File: src/rtl/flex_pts_pkg.sv
// Shared types for the framed parallel-to-serial transmitter.
//   tx_state_t : frame state encoding used by flex_pts_tx
//   IDLE_LINE  : level of the serial line between frames
package flex_pts_pkg;

    typedef enum logic [2:0] {
        IDLE,
        START,
        DATA,
        PARITY,
        STOP
    } tx_state_t;

    localparam logic IDLE_LINE = 1'b1;

endpackage

File: src/rtl/flex_counter.sv
// Bit counter for the transmitter's data phase.
// Ports:
//   clk, n_rst      : clock, asynchronous active-low reset
//   clear           : synchronous clear to zero (priority over count_enable)
//   count_enable    : advance by one unless already at rollover_val
//   rollover_val    : terminal count
//   rollover_flag   : high while the count equals rollover_val
module flex_counter #(
    parameter int WIDTH = 4
) (
    input  logic             clk,
    input  logic             n_rst,
    input  logic             clear,
    input  logic             count_enable,
    input  logic [WIDTH-1:0] rollover_val,
    output logic             rollover_flag
);

    logic [WIDTH-1:0] count;

    // Saturates at the terminal count; the owner clears it before reuse.
    always_ff @(posedge clk or negedge n_rst) begin
        if (!n_rst) begin
            count <= '0;
        end else if (clear) begin
            count <= '0;
        end else if (count_enable && !rollover_flag) begin
            count <= count + 1'b1;
        end
    end

    assign rollover_flag = (count == rollover_val);

endmodule

File: src/rtl/flex_pts_tx.sv
// Framed parallel-to-serial transmitter: start bit, NUM_BITS data bits
// (MSB- or LSB-first), optional parity bit, stop bit. One frame bit per
// shift_enable tick; the line holds its level between ticks.
// Ports:
//   clk, n_rst     : clock, asynchronous active-low reset
//   shift_enable   : bit-period tick
//   load_valid     : parallel_in holds a word to send
//   load_ready     : block is idle and will take the word
//   parallel_in    : word to transmit
//   serial_out     : serial line, idles high
//   busy           : frame in progress
//   frame_done     : one-cycle pulse when the stop bit period ends
//
// state  | meaning
// IDLE   | line high, waiting for a word
// START  | start bit (0) on the line
// DATA   | data bits on the line, counter tracks position
// PARITY | parity bit on the line
// STOP   | stop bit (1) on the line
module flex_pts_tx
    import flex_pts_pkg::*;
#(
    parameter int NUM_BITS   = 8,
    parameter int SHIFT_MSB  = 1,
    parameter int PARITY_EN  = 0,
    parameter int PARITY_ODD = 0
) (
    input  logic                clk,
    input  logic                n_rst,
    input  logic                shift_enable,
    input  logic                load_valid,
    output logic                load_ready,
    input  logic [NUM_BITS-1:0] parallel_in,
    output logic                serial_out,
    output logic                busy,
    output logic                frame_done
);

    localparam int              CW       = ($clog2(NUM_BITS) > 1) ? $clog2(NUM_BITS) : 1;
    localparam logic [CW-1:0]   LAST_BIT = CW'(NUM_BITS - 1);
    localparam logic            MSB_FIRST = (SHIFT_MSB != 0);
    localparam logic            ODD_BIT   = (PARITY_ODD != 0);

    tx_state_t           state;
    logic [NUM_BITS-1:0] shift_reg;
    logic [NUM_BITS-1:0] shifted;
    logic                parity;
    logic                first_bit;
    logic                next_bit;
    logic                cnt_clear;
    logic                cnt_en;
    logic                last_bit;

    // The output end of the register is the MSB or LSB; shifting moves
    // the following bit into that position.
    assign first_bit = MSB_FIRST ? shift_reg[NUM_BITS-1] : shift_reg[0];
    assign next_bit  = MSB_FIRST ? shift_reg[NUM_BITS-2] : shift_reg[1];
    assign shifted   = MSB_FIRST ? (shift_reg << 1) : (shift_reg >> 1);

    assign cnt_clear = (state == START) && shift_enable;
    assign cnt_en    = (state == DATA) && shift_enable;

    flex_counter #(
        .WIDTH (CW)
    ) u_bit_cnt (
        .clk           (clk),
        .n_rst         (n_rst),
        .clear         (cnt_clear),
        .count_enable  (cnt_en),
        .rollover_val  (LAST_BIT),
        .rollover_flag (last_bit)
    );

    assign load_ready = (state == IDLE);
    assign busy       = !load_ready;

    always_ff @(posedge clk or negedge n_rst) begin
        if (!n_rst) begin
            state      <= IDLE;
            serial_out <= IDLE_LINE;
            frame_done <= 1'b0;
            shift_reg  <= '0;
            parity     <= 1'b0;
        end else begin
            frame_done <= 1'b0;
            case (state)
                IDLE: begin
                    // Ticks are ignored here; a load always wins.
                    if (load_valid) begin
                        shift_reg  <= parallel_in;
                        parity     <= (^parallel_in) ^ ODD_BIT;
                        serial_out <= 1'b0;
                        state      <= START;
                    end
                end
                START: begin
                    if (shift_enable) begin
                        serial_out <= first_bit;
                        state      <= DATA;
                    end
                end
                DATA: begin
                    if (shift_enable) begin
                        if (last_bit) begin
                            if (PARITY_EN != 0) begin
                                serial_out <= parity;
                                state      <= PARITY;
                            end else begin
                                serial_out <= IDLE_LINE;
                                state      <= STOP;
                            end
                        end else begin
                            shift_reg  <= shifted;
                            serial_out <= next_bit;
                        end
                    end
                end
                PARITY: begin
                    if (shift_enable) begin
                        serial_out <= IDLE_LINE;
                        state      <= STOP;
                    end
                end
                STOP: begin
                    if (shift_enable) begin
                        frame_done <= 1'b1;
                        state      <= IDLE;
                    end
                end
                default: begin
                    serial_out <= IDLE_LINE;
                    state      <= IDLE;
                end
            endcase
        end
    end

endmodule

File: config.mk
export PLATFORM = sky130hd
export DESIGN_NAME = flex_pts_tx
export DESIGN_NICKNAME = d
export VERILOG_FILES = /design/src/rtl/flex_pts_pkg.sv /design/src/rtl/flex_counter.sv /design/src/rtl/flex_pts_tx.sv
export SDC_FILE = /design/constraint.sdc
export NUM_CORES = 1
export LEC_CHECK = 0
export ABC_CLOCK_PERIOD_IN_PS = 2300
export CAP_MARGIN = 15
export CORE_MARGIN = 4
export CORE_UTILIZATION = 39
export DETAILED_ROUTE_END_ITERATION = 10
export GPL_TIMING_DRIVEN = 1
export PLACE_DENSITY_LB_ADDON = 0.25
export SETUP_SLACK_MARGIN = 0.2
export SLEW_MARGIN = 0
export SYNTH_ARGS = -nofsm -noshare
export SYNTH_HDL_FRONTEND = slang
export SYNTH_HIERARCHICAL = 1
export SYNTH_SLANG_ARGS = --single-unit
File: constraint.sdc
create_clock -name clk -period 2.3 [get_ports clk]
set_input_delay 0.23 -clock clk [delete_from_list [all_inputs] [get_ports clk]]
set_output_delay 0.23 -clock clk [all_outputs]
set_load 0.005 [all_outputs]
==> metrics.md <==
| Metric | Value |
|---|---|
| Dominant cells by area after synthesis | dfrtp_1 (38%), mux2_2 (17%), xnor2_2 (3.3%) |
| Die Area | 3370 sq um |
| Post-route clock period utilization | 88.3% |
| Main combinational cell family by area after synthesis | simple AND/OR/NAND/NOR gates |
| Synthesized flop and latch total | 16 |
| Detailed placement HPWL | 1.43 mm |
| Pint | 984 uW |
| Io pins | 16 |
| DR vias/cell | 5.19 |
| Chip Height | 58.1 um |
| Synth Area in Adders | 1.28% |
| Worst Path Arrival | 1800 ps |
| DR iter-0 viols | 11 |
| Max Freq | 0.492 GHz |
| # Max-Cap Violations | 0 |
| Post-synth ARST share | 100% |
| Placed cell area | 1170 sq um |
| Area of the core | 2300 sq um |
| Ys Warns | 6 |
| Detailed-route wire length per cell | 13.3 um |
| Final Hold Vio Count | 0 |
| M1 WL | 839 um |
| Detailed Routing Iterations Pass 1 | 2 |
| Clock Sinks | 16 |
| Power Density | 1230 nW/um^2 |
| Post-synth EDFFs | 0 |
| Least-Margin Pin Slew | 725 ps |
| Critical Path RT | 2070 ps |
| First-pass GRT wire length | 3.24 mm |
| Layout cell share with drive strength beyond 1 | 29.7% |
| Syn Inst Count | 89 |
| CP Max Fanout | 12 |
| CTS H-Tree Depth | 1 |
| Sw Share | 34.9% |
| # DRC | 0 |
| Clock share of power | 12.4% |
| Starting density of the core | 42.5% |
| Syn avg cell area | 11.0 sq um |
| Synth area leader | dfrtp_1 |
| N_diodes | 0 |
| Clock-pin slew on the worst setup and hold paths | 100 ps |
| Uppermost routed layer | met4 |
| Reg2reg setup slack | 320 ps |
| Unique cell type count in the Yosys netlist | 38 |
| Gr usage total | 12.6% |
| Critical path launch point type | flip-flop |
| Antenna violations before repair | 0 |
| Clock Skew | 6.73 ps |
| Clk buf depth | 2 |
| Simple-gate area share of the yosys netlist | 19.7% |
| DRT antenna net count | 0 |
| Met3 wire len | 77 um |
| Worst reg2reg endpoint | shift_reg[4]$_DFFE_PN0P_ |
| Chip width | 58.1 um |
| Design Area, Final | 1230 sq um |
| Cell leakage power | 0.000513 uW |
| Setup TNS Final | 0 ps |
| Primary FF master, synth | dfrtp_1 |
| NumNets Final | 125 |
| Netlist Area Pre-Place | 977 sq um |
| Slew Limit Fails | 0 |
| Combinational group share of total power | 49.7% |
| Post-synthesis mux area share | 17.3% |
| Hold_buf cts | 0 |
| Most frequent cells in the layout | mux2_2 (15), clkdlybuf4s50_1 (15), dfrtp_1 (14) |
| Reg2reg path depth | 6 |
| Max transition margin | 51.5% |
| Vias in the first global route | 681 |
| Row count | 17 |
| CTS root buffer | clkbuf_4 |
| Crit Path Class | flip-flop to primary output |
| Pin count of the biggest net entering global routing | 17 |
| GRT Residual Overflow | 0 |
| Unrepaired setup endpoints after global routing | yes |
| Routability cong. | 0.806 |
| Worst hold path type | input port to async pin |
| Inserted Clock Buffers | 3 |
| Synth top area share | 38.4% |
| Peak supply drop | 732 uV |
| Routed via count | 722 |
| Met2 wire len | 918 um |
| Sequential cell area fraction in the yosys report | 41.1% |
| Status | completed |
| Largest register FFs | 8 |
| CTS tree | yes |
| Clk_lat worst skew | 290 ps |
| R2r startpoint | u_bit_cnt/count[0]$_DFFE_PN0P_ |
| Net Sw Power | 529 uW |
| Tmin final | 2030 ps |
| Synth-to-Final Area Change | 25.5% |
| WL final | 1.85 mm |
| Compound-Gate Fraction of Synth Area | 11.7% |
| Setup violations, final | 0 |
| Seq pwr share | 37.9% |
| Port-buffer cells | 15 |
| XOR/XNOR Fraction of Synth Area | 4.23% |
| Crit. End Element | primary output |
## synth_stat cells (all sizes together) (2+ instances only)
cell and n:
a21oi 3, nor2 5, nand2 5, or3 2, and3 4, and4 2, nor4b 2, buf 2
nor3 2, mux2 15, clkbuf 3, xnor2 3, dfrtp 15, inv 4, nand3b 2
## cells by family (layout without fill, tap and decap cells)
kind of cell | after synthesis | after routing
other | 1 | 6
xor gates and xnor gates | 3 | 3
muxes | 15 | 15
buffers and inverters | 9 | 26
DFF | 16 | 16
adders and majority gates | 1 | 1
and+or+nand+nor | 30 | 30
AOI/OAI and AO/OA | 14 | 14
## power by group through the flow
| stage | Combinational [uW] | Clock [uW] | Sequential, uW |
|---|---|---|---|
| 4_1_cts | 722 | 196 | 572 |
| 6_report | 751 | 188 | 574 |
| 5_1_grt | 835 | 213 | 599 |
| 2_1_floorplan | 601 | 0 | 492 |
| 3_3_place_gp | 696 | 0 | 566 |
| 3_5_place_dp | 721 | 0 | 580 |
## layer usage
layer	vias to the layer above	global-route usage, %
li1	364	-
met1	345	16.6
met2	11	19.2
met3	2	3.12
met4	0	5.96
met5	-	0
## through the flow
step | hold WS, ps | std cells | util, % | total power [uW] | worst slack [ps]
after CTS | 394 | 138 | 52.5 | 1490 | 239
final | 364 | 139 | 53.4 | 1510 | 269
after floorplan | -65.6 | 94 | - | 1090 | 373
after global routing | 442 | 139 | 53.4 | 1650 | 154
after detailed placement | 497 | 134 | 50.9 | 1300 | 219
after global placement | 485 | 134 | 50.9 | 1260 | 217
## what timing repair did
action	in CTS	in global routing
endpoints found under the setup margin	0	8
buffers inserted	0	1
resized for setup	0	1
## how the worst max path moves through the flow
stage,depth (start not counted),end,start
after floorplan,6,u_bit_cnt/count[0]$_DFFE_PN0P_,state[1]$_DFFE_PN0P_
after global placement,6,u_bit_cnt/count[0]$_DFFE_PN0P_,shift_enable
after detailed placement,6,u_bit_cnt/count[0]$_DFFE_PN0P_,shift_enable
after CTS,3,load_ready,state[0]$_DFFE_PN0P_
after global routing,3,load_ready,state[1]$_DFFE_PN0P_
final,3,load_ready,state[1]$_DFFE_PN0P_
## critical path, stage by stage (launching register included)
cell and delay [ps]:
dfrtp_1 520, or3_1 440, inv_1 60, clkdlybuf4s50_1 490
## area by class of cell
cell class,count,area [sq um]
fill,213,1070
multi-input combinational,69,552
sequential,16,403
timing repair buffer,18,185
clock buffer,4,36.3
tap,28,35.0
inverter,4,15.0
No activity file was read; power rests on OpenSTA's default activity.
